==> src/rtl/bme280_i2c_slave_pkg.sv <==
// Shared types and constants for the BME280 I2C responder: FSM encoding,
// default device address and the sensor register map the reader touches.
`timescale 1ns/1ps
package bme280_i2c_slave_pkg;

  typedef enum logic [3:0] {
    ST_IDLE,
    ST_DEV_ADDR,
    ST_ADDR_ACK,
    ST_REG_ADDR,
    ST_WR_DATA,
    ST_WR_ACK,
    ST_RD_LOAD,
    ST_RD_DATA,
    ST_RD_ACK
  } state_e;

  localparam logic [6:0] SLADDR_DEF    = 7'h76;

  localparam logic [7:0] REG_CHIP_ID   = 8'hD0;
  localparam logic [7:0] REG_CTRL_HUM  = 8'hF2;
  localparam logic [7:0] REG_CTRL_MEAS = 8'hF4;
  localparam logic [7:0] REG_DATA      = 8'hF7;

endpackage

==> src/rtl/bme280_i2c_slave_if.sv <==
// Pad and register-port bundle of the BME280 I2C responder; the slave modport
// is the responder's view, the master modport the pads plus register model.
`timescale 1ns/1ps
interface bme280_i2c_slave_if #(
  parameter int DWIDTH = 8
);
  logic              SclIn;
  logic              SdaIn;
  logic              SdaOut;
  logic              SdaOen;
  logic [DWIDTH-1:0] RegAddr;
  logic [DWIDTH-1:0] RegRdData;
  logic              RegRd;
  logic [DWIDTH-1:0] RegWrData;
  logic              RegWr;
  logic              Busy;
  logic              AddrHit;

  modport slave (
    input  SclIn, SdaIn, RegRdData,
    output SdaOut, SdaOen, RegAddr, RegRd, RegWrData, RegWr, Busy, AddrHit
  );

  modport master (
    output SclIn, SdaIn, RegRdData,
    input  SdaOut, SdaOen, RegAddr, RegRd, RegWrData, RegWr, Busy, AddrHit
  );
endinterface

==> src/rtl/bme280_i2c_slave_bus_cond.sv <==
// SCL/SDA conditioning: 2-flop synchronizer, FILT-sample glitch filter per line,
// and edge / START / STOP detection on the filtered levels.
`timescale 1ns/1ps
module i2c_bus_cond #(
  parameter int FILT = 3
) (
  input  logic Clk,
  input  logic Rst_n,
  input  logic scl_in,
  input  logic sda_in,
  output logic scl,
  output logic sda,
  output logic scl_rise,
  output logic scl_fall,
  output logic start,
  output logic stop
);
  localparam int CW = $clog2(FILT + 1);

  // Lane 0 is SCL, lane 1 is SDA.
  logic [1:0]         s1_q, s1_d, s2_q, s2_d;
  logic [1:0]         filt_q, filt_d, prev_q, prev_d;
  logic [1:0][CW-1:0] cnt_q, cnt_d;

  always_comb begin
    s1_d   = {sda_in, scl_in};
    s2_d   = s1_q;
    prev_d = filt_q;
    filt_d = filt_q;
    cnt_d  = '0;
    for (int i = 0; i < 2; i++) begin
      if (s2_q[i] != filt_q[i]) begin
        if (cnt_q[i] == CW'(FILT - 1)) filt_d[i] = s2_q[i];
        else                           cnt_d[i]  = cnt_q[i] + CW'(1);
      end
    end
  end

  always_ff @(posedge Clk) begin
    if (!Rst_n) begin
      s1_q   <= 2'b11;
      s2_q   <= 2'b11;
      filt_q <= 2'b11;
      prev_q <= 2'b11;
      cnt_q  <= '0;
    end else begin
      s1_q   <= s1_d;
      s2_q   <= s2_d;
      filt_q <= filt_d;
      prev_q <= prev_d;
      cnt_q  <= cnt_d;
    end
  end

  assign scl      = filt_q[0];
  assign sda      = filt_q[1];
  assign scl_rise =  filt_q[0] & ~prev_q[0];
  assign scl_fall = ~filt_q[0] &  prev_q[0];
  // SCL must have been high on both sides of the SDA transition.
  assign start    = prev_q[0] & filt_q[0] &  prev_q[1] & ~filt_q[1];
  assign stop     = prev_q[0] & filt_q[0] & ~prev_q[1] &  filt_q[1];

endmodule

==> src/rtl/bme280_i2c_slave.sv <==
// I2C target that turns bus traffic into a byte register-access port so a
// register model can stand in for a BME280 (pointer write, write, burst read).
`timescale 1ns/1ps
module bme280_i2c_slave
  import bme280_i2c_slave_pkg::*;
#(
  parameter logic [6:0] SLADDR = SLADDR_DEF,
  parameter int         DWIDTH = 8,
  parameter int         FILT   = 3
) (
  input logic               Clk,
  input logic               Rst_n,
  bme280_i2c_slave_if.slave bus
);
  logic scl, sda, scl_rise, scl_fall, start, stop;

  i2c_bus_cond #(.FILT(FILT)) u_cond (
    .Clk      (Clk),
    .Rst_n    (Rst_n),
    .scl_in   (bus.SclIn),
    .sda_in   (bus.SdaIn),
    .scl      (scl),
    .sda      (sda),
    .scl_rise (scl_rise),
    .scl_fall (scl_fall),
    .start    (start),
    .stop     (stop)
  );

  state_e            state_q, state_d;
  logic [2:0]        bit_cnt_q, bit_cnt_d;
  logic [DWIDTH-1:0] shift_q, shift_d, tx_q, tx_d, rx_byte;
  logic [DWIDTH-1:0] reg_addr_q, reg_addr_d, reg_wr_data_q, reg_wr_data_d;
  logic              rw_q, rw_d, ack_phase_q, ack_phase_d, data_byte_q, data_byte_d;
  logic              sda_oen_q, sda_oen_d, inc_pend_q, inc_pend_d;
  logic              reg_wr_q, reg_wr_d, reg_rd_q, reg_rd_d;
  logic              addr_hit_q, addr_hit_d, busy_q, busy_d;

  always_comb begin
    state_d       = state_q;
    bit_cnt_d     = bit_cnt_q;
    shift_d       = shift_q;
    tx_d          = tx_q;
    rw_d          = rw_q;
    ack_phase_d   = ack_phase_q;
    data_byte_d   = data_byte_q;
    sda_oen_d     = sda_oen_q;
    reg_wr_data_d = reg_wr_data_q;
    reg_addr_d    = inc_pend_q ? reg_addr_q + DWIDTH'(1) : reg_addr_q;
    reg_wr_d      = 1'b0;
    reg_rd_d      = 1'b0;
    addr_hit_d    = 1'b0;
    inc_pend_d    = 1'b0;
    rx_byte       = {shift_q[DWIDTH-2:0], sda};

    if (stop) begin
      state_d   = ST_IDLE;
      sda_oen_d = 1'b1;
    end else if (start) begin
      state_d   = ST_DEV_ADDR;
      bit_cnt_d = '0;
      sda_oen_d = 1'b1;
    end else begin
      unique case (state_q)
        ST_IDLE: ;
        ST_DEV_ADDR: if (scl_rise) begin
          shift_d   = rx_byte;
          bit_cnt_d = bit_cnt_q + 3'd1;
          if (bit_cnt_q == 3'd7) begin
            if (rx_byte[7:1] == SLADDR) begin
              state_d     = ST_ADDR_ACK;
              rw_d        = rx_byte[0];
              ack_phase_d = 1'b0;
            end else begin
              state_d = ST_IDLE;
            end
          end
        end
        ST_ADDR_ACK: if (scl_fall) begin
          if (!ack_phase_q) begin
            sda_oen_d   = 1'b0;
            addr_hit_d  = 1'b1;
            ack_phase_d = 1'b1;
          end else begin
            sda_oen_d = 1'b1;
            bit_cnt_d = '0;
            state_d   = rw_q ? ST_RD_LOAD : ST_REG_ADDR;
          end
        end
        ST_REG_ADDR, ST_WR_DATA: if (scl_rise) begin
          shift_d   = rx_byte;
          bit_cnt_d = bit_cnt_q + 3'd1;
          if (bit_cnt_q == 3'd7) begin
            if (state_q == ST_REG_ADDR) reg_addr_d    = rx_byte;
            else                        reg_wr_data_d = rx_byte;
            data_byte_d = (state_q == ST_WR_DATA);
            ack_phase_d = 1'b0;
            state_d     = ST_WR_ACK;
          end
        end
        // The pointer moves one cycle after the write strobe so RegWr pairs with the old address.
        ST_WR_ACK: if (scl_fall) begin
          if (!ack_phase_q) begin
            sda_oen_d   = 1'b0;
            ack_phase_d = 1'b1;
            reg_wr_d    = data_byte_q;
            inc_pend_d  = data_byte_q;
          end else begin
            sda_oen_d = 1'b1;
            bit_cnt_d = '0;
            state_d   = ST_WR_DATA;
          end
        end
        ST_RD_LOAD: begin
          tx_d       = bus.RegRdData;
          reg_rd_d   = 1'b1;
          inc_pend_d = 1'b1;
          sda_oen_d  = bus.RegRdData[DWIDTH-1];
          bit_cnt_d  = '0;
          state_d    = ST_RD_DATA;
        end
        ST_RD_DATA: if (scl_fall) begin
          if (bit_cnt_q == 3'd7) begin
            sda_oen_d = 1'b1;
            state_d   = ST_RD_ACK;
          end else begin
            tx_d      = tx_q << 1;
            sda_oen_d = tx_q[DWIDTH-2];
            bit_cnt_d = bit_cnt_q + 3'd1;
          end
        end
        ST_RD_ACK: begin
          if (scl_rise && sda) state_d = ST_IDLE;
          else if (scl_fall)   state_d = ST_RD_LOAD;
        end
        default: state_d = ST_IDLE;
      endcase
    end
    busy_d = (state_d != ST_IDLE);
  end

  always_ff @(posedge Clk) begin
    if (!Rst_n) begin
      state_q       <= ST_IDLE;
      bit_cnt_q     <= '0;
      rw_q          <= 1'b0;
      ack_phase_q   <= 1'b0;
      data_byte_q   <= 1'b0;
      sda_oen_q     <= 1'b1;
      reg_addr_q    <= '0;
      reg_wr_data_q <= '0;
      reg_wr_q      <= 1'b0;
      reg_rd_q      <= 1'b0;
      addr_hit_q    <= 1'b0;
      inc_pend_q    <= 1'b0;
      busy_q        <= 1'b0;
    end else begin
      state_q       <= state_d;
      bit_cnt_q     <= bit_cnt_d;
      rw_q          <= rw_d;
      ack_phase_q   <= ack_phase_d;
      data_byte_q   <= data_byte_d;
      sda_oen_q     <= sda_oen_d;
      reg_addr_q    <= reg_addr_d;
      reg_wr_data_q <= reg_wr_data_d;
      reg_wr_q      <= reg_wr_d;
      reg_rd_q      <= reg_rd_d;
      addr_hit_q    <= addr_hit_d;
      inc_pend_q    <= inc_pend_d;
      busy_q        <= busy_d;
    end
    shift_q <= shift_d;
    tx_q    <= tx_d;
  end

  // The responder never holds SDA low while idle; a rising edge implies SCL high.
  assert property (@(posedge Clk) disable iff (!Rst_n) (state_q == ST_IDLE) |-> sda_oen_q);
  assert property (@(posedge Clk) disable iff (!Rst_n) scl_rise |-> scl);

  assign bus.SdaOut    = 1'b0;
  assign bus.SdaOen    = sda_oen_q;
  assign bus.RegAddr   = reg_addr_q;
  assign bus.RegWrData = reg_wr_data_q;
  assign bus.RegWr     = reg_wr_q;
  assign bus.RegRd     = reg_rd_q;
  assign bus.Busy      = busy_q;
  assign bus.AddrHit   = addr_hit_q;

endmodule

==> src/flat_wrapper.sv <==
// flat-port wrapper written by rule: the top's interface ports become plain ports
module bme280_i2c_slave_flat import bme280_i2c_slave_pkg::*;
#(
  parameter logic [6:0] SLADDR = SLADDR_DEF,
  parameter int         DWIDTH = 8,
  parameter int         FILT   = 3
)
  (Clk, Rst_n, bus_SclIn, bus_SdaIn, bus_RegRdData, bus_SdaOut, bus_SdaOen, bus_RegAddr, bus_RegRd, bus_RegWrData, bus_RegWr, bus_Busy, bus_AddrHit);
  bme280_i2c_slave_if #(.DWIDTH(DWIDTH)) bus_i ();
  input logic Clk;
  input logic Rst_n;
  input wire logic [$bits(bus_i.SclIn)-1:0] bus_SclIn;
  input wire logic [$bits(bus_i.SdaIn)-1:0] bus_SdaIn;
  input wire logic [$bits(bus_i.RegRdData)-1:0] bus_RegRdData;
  output wire logic [$bits(bus_i.SdaOut)-1:0] bus_SdaOut;
  output wire logic [$bits(bus_i.SdaOen)-1:0] bus_SdaOen;
  output wire logic [$bits(bus_i.RegAddr)-1:0] bus_RegAddr;
  output wire logic [$bits(bus_i.RegRd)-1:0] bus_RegRd;
  output wire logic [$bits(bus_i.RegWrData)-1:0] bus_RegWrData;
  output wire logic [$bits(bus_i.RegWr)-1:0] bus_RegWr;
  output wire logic [$bits(bus_i.Busy)-1:0] bus_Busy;
  output wire logic [$bits(bus_i.AddrHit)-1:0] bus_AddrHit;
  assign bus_i.SclIn = bus_SclIn;
  assign bus_i.SdaIn = bus_SdaIn;
  assign bus_i.RegRdData = bus_RegRdData;
  assign bus_SdaOut = bus_i.SdaOut;
  assign bus_SdaOen = bus_i.SdaOen;
  assign bus_RegAddr = bus_i.RegAddr;
  assign bus_RegRd = bus_i.RegRd;
  assign bus_RegWrData = bus_i.RegWrData;
  assign bus_RegWr = bus_i.RegWr;
  assign bus_Busy = bus_i.Busy;
  assign bus_AddrHit = bus_i.AddrHit;
  bme280_i2c_slave #(.SLADDR(SLADDR), .DWIDTH(DWIDTH), .FILT(FILT)) u_core (.Clk(Clk), .Rst_n(Rst_n), .bus(bus_i));
endmodule
==> config.mk <==
export PLATFORM = sky130hd
export DESIGN_NAME = bme280_i2c_slave_flat
export DESIGN_NICKNAME = d
export VERILOG_FILES = /design/src/rtl/bme280_i2c_slave_pkg.sv /design/src/rtl/bme280_i2c_slave_if.sv /design/src/rtl/bme280_i2c_slave_bus_cond.sv /design/src/rtl/bme280_i2c_slave.sv /design/src/flat_wrapper.sv
export SDC_FILE = /design/constraint.sdc
export NUM_CORES = 1
export LEC_CHECK = 0
export CAP_MARGIN = 20
export CORE_MARGIN = 5
export CORE_UTILIZATION = 35
export DETAILED_ROUTE_END_ITERATION = 12
export PLACE_DENSITY = 0.51
export SLEW_MARGIN = 30
export SYNTH_ARGS = -nofsm -noshare
export SYNTH_HDL_FRONTEND = slang
export SYNTH_SLANG_ARGS = --single-unit
==> constraint.sdc <==
create_clock -name Clk -period 2.84 [get_ports Clk]
set_clock_uncertainty 0.15 [all_clocks]
set_input_delay 0.568 -clock Clk [delete_from_list [all_inputs] [get_ports Clk]]
set_output_delay 0.568 -clock Clk [all_outputs]
set_load 0.01 [all_outputs]
Word-level counts from Yosys, hierarchy flattened --
Index checks and enable logic that the tools add are counted.
Word-level totals: ROM bits 0, output and inout port bits 22, bits in latches 0, logic and storage cells 149, register bits 58, bits of input ports 12, memories kept 0, RAM bits 0
Cells by class: bitwise logic cells 20, shifts and indexed selects 0, multipliers 0, mux-type cells 51, $add $sub $neg 4, reductions and logical operators 25, equality and inequality tests 27, $lt $le $gt $ge 0, divide/modulo/power cells 0
Operators with widths (number):
- $mux 4 | 14
- $mux 8 | 7
- $pmux 4 s8 | 1
- $mux 3 | 7
- $eq 4x3->1 const B | 4
- $mux 1 | 14
- $mux 7 | 2
- $ne 2x1->1 const B | 7
- $pmux 7 s2 | 1
- $not 1->1 | 13
- $ne 3x1->1 const B | 4
- $pmux 3 s4 | 1
- $reduce_and 6->1 | 2
- $reduce_or 3->1 | 4
- $reduce_and 5->1 | 2
- $reduce_and 9->1 | 1
- $add 8x1->8 const B | 1
- $eq 4x2->1 const B | 2
- $and 1x1->1 | 7
- $eq 7x7->1 const B | 1
- $reduce_and 7->1 | 1
- $pmux 1 s3 | 2
- $reduce_bool 3->1 | 2
- $reduce_bool 5->1 | 1
- other kinds (21) | 26

Logic depth before layout (Yosys ltp) --
Gate-level depths: netlist (run 1).
depth in word-level cells 8, mapped depth 8

Modules after synthesis --
From an unflattened synthesis (run 1), not the netlist that was laid out.
Unflattened totals: cell total of the unflattened synthesis 268, area, all modules 2743.9 um2
By module, submodules not included:
- bme280_i2c_slave | cells each 230, seq. area each 1061.0 um2, times used 1, area each 2314.7 um2
- i2c_bus_cond | cells each 38, seq. area each 240.2 um2, times used 1, area each 429.2 um2

Worst setup path after synthesis (run 1) --
No wires, ideal clock.
path kind register -> register, from reg u_core.bit_cnt_q[0], to reg u_core.tx_q[0] (enable), data required time 2.307 ns, setup slack 0.552 ns, cell stages (with the launch flop) 5, buffers on the path 0, arrival 1.755 ns, library setup time 0.383 ns, cells stage by stage dfxtp_1 ha_1 ha_1 or3b_1 a211oi_1
Between the ends: longest elaborated chain between the ends 3
Ends and longest elaborated chain:
- from (decl) | RTL line bme280_i2c_slave.sv:31 | logic [2:0] bit_cnt_q, bit_cnt_d;
- from (signal assigned) | RTL line bme280_i2c_slave.sv:159 | bit_cnt_q <= bit_cnt_d;
- $eq 3x3->1 | RTL line bme280_i2c_slave.sv:123 | if (bit_cnt_q == 3'd7) begin
- $ne 2x2->1 (no line)
- $reduce_and 5->1 (no line)
- to (signal assigned) | RTL line bme280_i2c_slave.sv:173 | tx_q <= tx_d;
- to (decl) | RTL line bme280_i2c_slave.sv:32 | logic [DWIDTH-1:0] shift_q, shift_d, tx_q, tx_d, rx_byte;
Every way passes these cells. A chain may end at the register's enable or synchronous reset.

Worst setup path after layout (run 1) --
from reg u_core.bit_cnt_q[0], to reg u_core.bit_cnt_q[2]
Between the ends: longest elaborated chain between the ends 5, elaborated cells between the ends (all ways) 9, classes of those cells add/sub: 1; eq/ne: 2; mux: 5; reduce/logical: 1
Ends and longest elaborated chain:
- $add 3x1->3 | RTL line bme280_i2c_slave.sv:68, bme280_i2c_slave.sv:92, bme280_i2c_slave.sv:129
- $mux 3 | RTL line bme280_i2c_slave.sv:123
- $mux 3 | RTL line bme280_i2c_slave.sv:122 | ST_RD_DATA: if (scl_fall) begin
- $pmux 3 s4 | RTL line bme280_i2c_slave.sv:64 | unique case (state_q)
- $mux 3 | RTL line bme280_i2c_slave.sv:59 | end else if (start) begin
Parallel ways exist; a longest one is shown, timed or not. The select of a mux whose other input is x is not followed.

==> flow_summary.yaml, run 1 <==
floorplanning:
  io_pins: 34
  start_util: 0.358
  die_width_um: 98.9
  dieArea_um2: 9770
  die_h_um: 98.9
  rows: 32
  core_area_um2: 7730
cts:
  cts_made_buffers: 9
  postCtsSetupBuffers: 0
  ctsHtreeMaxLevel: 3
  clk_pin_slew_ns: 0.07
  cts_tree: "done"
  worstSkewPairLatency_ns: 0.34
  max-clock-path-buffers: 2
  cts_root_buffer: "clkbuf_8"
  cts_resized: 0
  clock_sinks: 58
  cts_hold_buffers: 0
worst_setup_path:
  worstPathCellList: "ha_1 > ha_1 > or3b_1 > a211oi_1 > nand3_1 > nor3_1 > o2bb2ai_1"
  cp_slowest_cell: "or3b_1"
  slowest_delay_ns: 0.37
  critPathMostFrequentCell: "ha_1"
  startpoint_type: "flop"
  critPathTopFamily: "simple AND/OR/NAND/NOR gates"
  required_ns: 2.97
  path_depth: 7
  path_max_fanout: 4
  setup.worst_path.end_class: "flop"
  path_buf_inv: 0
  critPathKind: "flop to flop"
  worstPathArrival_ns: 2.43
  rr_worst_depth: 7
min_path:
  hold_path_class: "flop to flop"
  holdPathStages: 1
layout:
  layout.area.seq_um2: 1300
  layout_commonest_cell: "nand2_1"
  multi_input_area_um2: 1350
  post-route-util: 0.438
  syn_to_final_growth_pct: 22.5
  drive_gt1_frac: 0.0851
  n_fill_cell: 764
  mostFrequentLayoutCells: "49 x nand2_1, 44 x dfxtp_1, 32 x clkdlybuf4s50_1"
  nets: 342
  final_cell_area_um2: 3390
  n_antenna_cell: 0
drt:
  drc: 0
  vias: 2194
  dr.pass1.iters: 5
  drt_iter0_drc: 127
  viasPerCell: 5.09
  avgRoutedWirePerCell_um: 14.0
  wirelength_um: 6040
  ant_nets: 0
sta:
  period_needed_ns: 2.30
  slew-limit-headroom: 0.583
  setup-tns-final_ns: 0
  holdWs_ns: 0.255
  slew_violations: 0
  post-route-period-util: 0.809
  tightest_slew_ns: 0.617
  rsz0062_at_grt: "no"
  max_clock_freq_ghz: 0.435
  hold_violations: 0
  setup_viol: 0
grt:
  grt_pass1_wl_um: 10300
  groute.usage.overall: 0.131
  grt_max_degree: 36
  antenna_found_initial: 0
  grt_pass1_vias: 2109
  grt_overflow_total: 0
status:
  status: "completed"
synthesis:
  postSynthCellCount: 294
  yosys.area.top_type: "dfxtp_1"
  synthArstFlopShare: 0
  synth_top_flop_cell: "dfxtp_1"
  netlist_top_cells_area: "dfxtp_1 32%, edfxtp_1 15%, nand2_1 6.7%"
  synthesis.nets: 312
  synth.distinct_cells: 53
  avgSynthCellArea_um2: 9.40
  seq_area_frac_synth: 0.471
  syn_area_um2: 2760
  synth.top_cell.area_share: 0.319
  ys_warn_count: 0
  synth-seq-cells: 58
  synth_edf_count: 14
job:
  maxCapViolCount: 0
pwr:
  p_leak_nw: 1.36
  powerDensity_nw_per_um2: 499
  peakVddDrop_v: 0.000235
placement:
  hpwl_um: 4240
  port_buffers: 32
  gp_congestion: 0.789
  placed_area_um2: 3170
[synth_stat cells (all sizes together), types with 2 or more instances]
cell     instances
nand2           49
buf             12
nand2b           8
nand3b           5
o21ai            4
a211o            2
nor2            15
o2bb2ai          3
xnor2            4
o21bai           2
a21boi           8
a31oi            3
nor4bb           2
nor2b            4
or3              4
nand4            5
a211oi           5
nand3           13
nand4b           2
edfxtp          14
nor3             6
o211a            9
nor4b            4
inv              5
xor2             5
nor3b            2
ha               6
mux2i            3
a21oi            8
o211ai           2
or2              2
dfxtp           44
clkbuf           9
and4b            3
and2             4
and3b            3
a41oi            2
[registers in the layout, indices dropped and copies added, names as in the netlist, 2 cells and up]
name and flops:
u_core.state_q 4, u_core.u_cond.filt_q 2, u_core.u_cond.s1_q 2, u_core.u_cond.s2_q 2, u_core.u_cond.cnt_q 4, u_core.bus.RegAddr 8, u_core.shift_q 7, u_core.bit_cnt_q 3
u_core.bus.RegWrData 8, u_core.u_cond.prev_q 2, u_core.tx_q 7
[power breakdown]
part	total (mW)	internal (mW)	leakage, nW	switching [mW]
Combinational	0.0404	0.0231	0.759	0.0173
Clock	0.802	0.480	0.112	0.322
Sequential	0.848	0.846	0.485	0.00189
Total	1.69	1.35	1.36	0.342
[final timing paths]
check | startpoint | endpoint | slack [ns]
hold / removal | u_core.u_cond.s1_q[1] | u_core.u_cond.s2_q[1] | 0.25
hold reg to reg | u_core.u_cond.s1_q[1] | u_core.u_cond.s2_q[1] | 0.25
setup / recovery | u_core.bit_cnt_q[0] | u_core.bit_cnt_q[2] | 0.54
setup reg to reg | u_core.bit_cnt_q[0] | u_core.bit_cnt_q[2] | 0.54
[worst register-to-register path, stage by stage, from the launching register on]
cell	delay, ns
dfxtp_1	0.33
ha_1	0.22
ha_1	0.24
or3b_1	0.37
a211oi_1	0.32
nand3_1	0.19
nor3_1	0.27
o2bb2ai_1	0.15
[per-layer routing]
metal | wire [µm] | track usage | vias to the layer above
li1 | - | - | 1115
met1 | 2870 | 0.170 | 1008
met2 | 2740 | 0.200 | 61
met3 | 328 | 0.0311 | 10
met4 | 101 | 0.0704 | 0
met5 | 0 | 0 | -
[cell type report]
| type | count | area share |
|---|---|---|
| Multi-Input combinational cell | 210 | 0.397 |
| Sequential cell | 58 | 0.384 |
| Timing Repair Buffer | 40 | 0.112 |
| Clock buffer | 12 | 0.0492 |
| Tap cell | 102 | 0.0377 |
| Clock inverter | 4 | 0.0137 |
| Inverter | 5 | 0.00554 |
[cells by family (layout without fill, tap and decap cells)]
logic type | count (synthesis) | count (layout) | share of synthesized area
simple gates | 133 | 133 | 0.256
flops | 58 | 58 | 0.471
mux | 3 | 3 | 0.0109
xor+xnor | 9 | 9 | 0.0285
fa+ha+maj | 6 | 6 | 0.0272
buf+inv | 26 | 61 | 0.0426
other cells | 1 | 1 | 0.00136
compound gates | 58 | 58 | 0.163
[per-stage QoR]
step           std cells  worst slack (ns)  power [mW]
3_5_place_dp         415             0.559       0.908
5_1_grt              431             0.318        1.76
2_1_floorplan        294             0.552       0.888
6_report             431             0.544        1.69
4_1_cts              431             0.545        1.72
3_3_place_gp         415             0.618       0.907
Note: power is estimated with default switching activity, not from simulation.
==> inputs of run 2 (changes only) <==
--- a/config.mk
+++ b/config.mk
@@ -9,7 +9,7 @@
 export CORE_MARGIN = 5
 export CORE_UTILIZATION = 35
 export DETAILED_ROUTE_END_ITERATION = 12
-export PLACE_DENSITY = 0.51
+export PLACE_DENSITY = 0.53
 export SLEW_MARGIN = 30
 export SYNTH_ARGS = -nofsm -noshare
 export SYNTH_HDL_FRONTEND = slang
==> constraint.sdc (replaced) <==
create_clock -name Clk -period 1.9 [get_ports Clk]
set_clock_uncertainty 0.15 [all_clocks]
set_input_delay 0.38 -clock Clk [delete_from_list [all_inputs] [get_ports Clk]]
set_output_delay 0.38 -clock Clk [all_outputs]
set_load 0.01 [all_outputs]
==> flow_summary.yaml, run 2 (synthesis gave the netlist of run 1 again) <==
worst_setup_path:
  rr_worst_depth: 7
  setup.worst_path.end_class: "flop"
  r2r_start: "u_core.bit_cnt_q[1]"
  ff2ff_setup_slack_ns: -0.14
  required_ns: 1.97
  path_max_fanout: 4
  r2r_end: "u_core.bit_cnt_q[0]"
  worstPathArrival_ns: 2.12
  startpoint_type: "flop"
  critPathKind: "flop to flop"
cts:
  ctsHtreeMaxLevel: 3
  worstSkewPairLatency_ns: 0.33
  max-clock-path-buffers: 2
  cts_tree: "done"
  clk_pin_slew_ns: 0.07
  cts_root_buffer: "clkbuf_8"
  cts_made_buffers: 9
  clock_sinks: 58
sta:
  setup-tns-final_ns: -1.30
  slew_violations: 0
  post-route-period-util: 1.08
  max_clock_freq_ghz: 0.489
  period_needed_ns: 2.04
  rsz0062_at_grt: "yes"
  fin_ws_ns: -0.143
  hold_violations: 0
  setup_viol: 12
floorplanning:
  core_area_um2: 7730
  rows: 32
  start_util: 0.358
  io_pins: 34
  dieArea_um2: 9770
  die_h_um: 98.9
  die_width_um: 98.9
layout:
  drive_gt1_frac: 0.299
  syn_to_final_growth_pct: 49.3
  mostFrequentLayoutCells: "56 x buf_4, 47 x nand2_1, 39 x dfxtp_1"
  fin_cells: 490
  layout_commonest_cell: "buf_4"
  post-route-util: 0.534
  nets: 401
  n_antenna_cell: 0
drt:
  drc: 0
  wirelength_um: 6980
  avgRoutedWirePerCell_um: 14.3
  ant_nets: 0
  vias: 2440
  drt_iter0_drc: 141
  viasPerCell: 4.98
  dr.pass1.iters: 4
placement:
  place_ws_ns: -0.160
  place_inst: 466
  hpwl_um: 4960
  gp_congestion: 0.863
  port_buffers: 32
pwr:
  finalPower_mw: 2.72
  peakVddDrop_v: 0.000493
  powerDensity_nw_per_um2: 658
  p_leak_nw: 1.68
grt:
  antenna_found_initial: 0
  grt_overflow_total: 0
  grt_pass1_wl_um: 11700
  groute.usage.overall: 0.147
  grt_pass1_vias: 2372
  grt_max_degree: 20
min_path:
  holdCritStartpoint: "u_core.u_cond.s1_q[1]"
  holdPathEnd: "u_core.u_cond.s2_q[1]"
  holdPathStages: 1
  hold_path_class: "flop to flop"
job:
  maxCapViolCount: 0
status:
  status: "complete, but fails checks"
  failed_checks: "setup timing"
-- run 2: changes by cell type in the layout (fill, tap and decap cells not counted), sizes merged --
| cell | before | now |
|---|---|---|
| inv | 6 | 5 |
| bufinv | 1 | 3 |
| clkinvlp | 0 | 2 |
| buf | 8 | 67 |
| clkbuf | 12 | 9 |
-- run 2: what timing repair did --
item | 4_1_cts | 5_1_grt
pin swaps | 5 | 10
setup endpoints to repair | 28 | 38
buffers inserted | 4 | 3
resized for setup | 14 | 26
gates cloned | 0 | 1
hold buffers | 0 | 0
-- run 2: worst max path at each step --
stage                                    from                       to  slack, ns
after floorplan           u_core.bit_cnt_q[0]      u_core.bit_cnt_q[0]      -0.06
after global routing      u_core.bit_cnt_q[1]      u_core.bit_cnt_q[1]      -0.22
final                     u_core.bit_cnt_q[1]      u_core.bit_cnt_q[0]      -0.14
after detailed placement    u_core.state_q[1]  u_core.bus.RegWrData[1]      -0.16
after CTS                 u_core.bit_cnt_q[1]      u_core.bit_cnt_q[0]      -0.14
after global placement      u_core.state_q[1]  u_core.bus.RegWrData[2]      -0.14
-- run 2: final cells by class --
cell class | instances | area, µm²
multi-input combinational | 210 | 1540
timing repair buffer | 99 | 885
inverter | 5 | 18.8
fill | 696 | 3600
clock buffer | 9 | 124
tap | 102 | 128
clock inverter | 7 | 118
sequential | 58 | 1310
-- run 2: routing by layer --
layer	wire [µm]	track usage
met1	3550	0.207
met4	106	0.0567
met5	0	0
met2	3070	0.220
met3	259	0.0311
-- run 2: power by group --
part	internal, mW	switching, mW
clock	0.868	0.512
combinational	0.0402	0.0291
sequential	1.26	0.00240
total	2.17	0.544
-- run 2: stage by stage --
stage | hold WS [ns] | area [µm²]
2_1_floorplan | 0.236 | 2820
3_3_place_gp | 0.240 | 3650
3_5_place_dp | 0.242 | 3650
4_1_cts | 0.256 | 4000
5_1_grt | 0.276 | 4130
6_report | 0.255 | 4130
-- run 2: critical path: stages (launching register included) --
cell and delay (ns):
dfxtp_2 0.34, ha_4 0.17, ha_4 0.15, or3b_4 0.41, a211oi_4 0.26, nand3_2 0.14
o221ai_1 0.15, o21ba_2 0.17
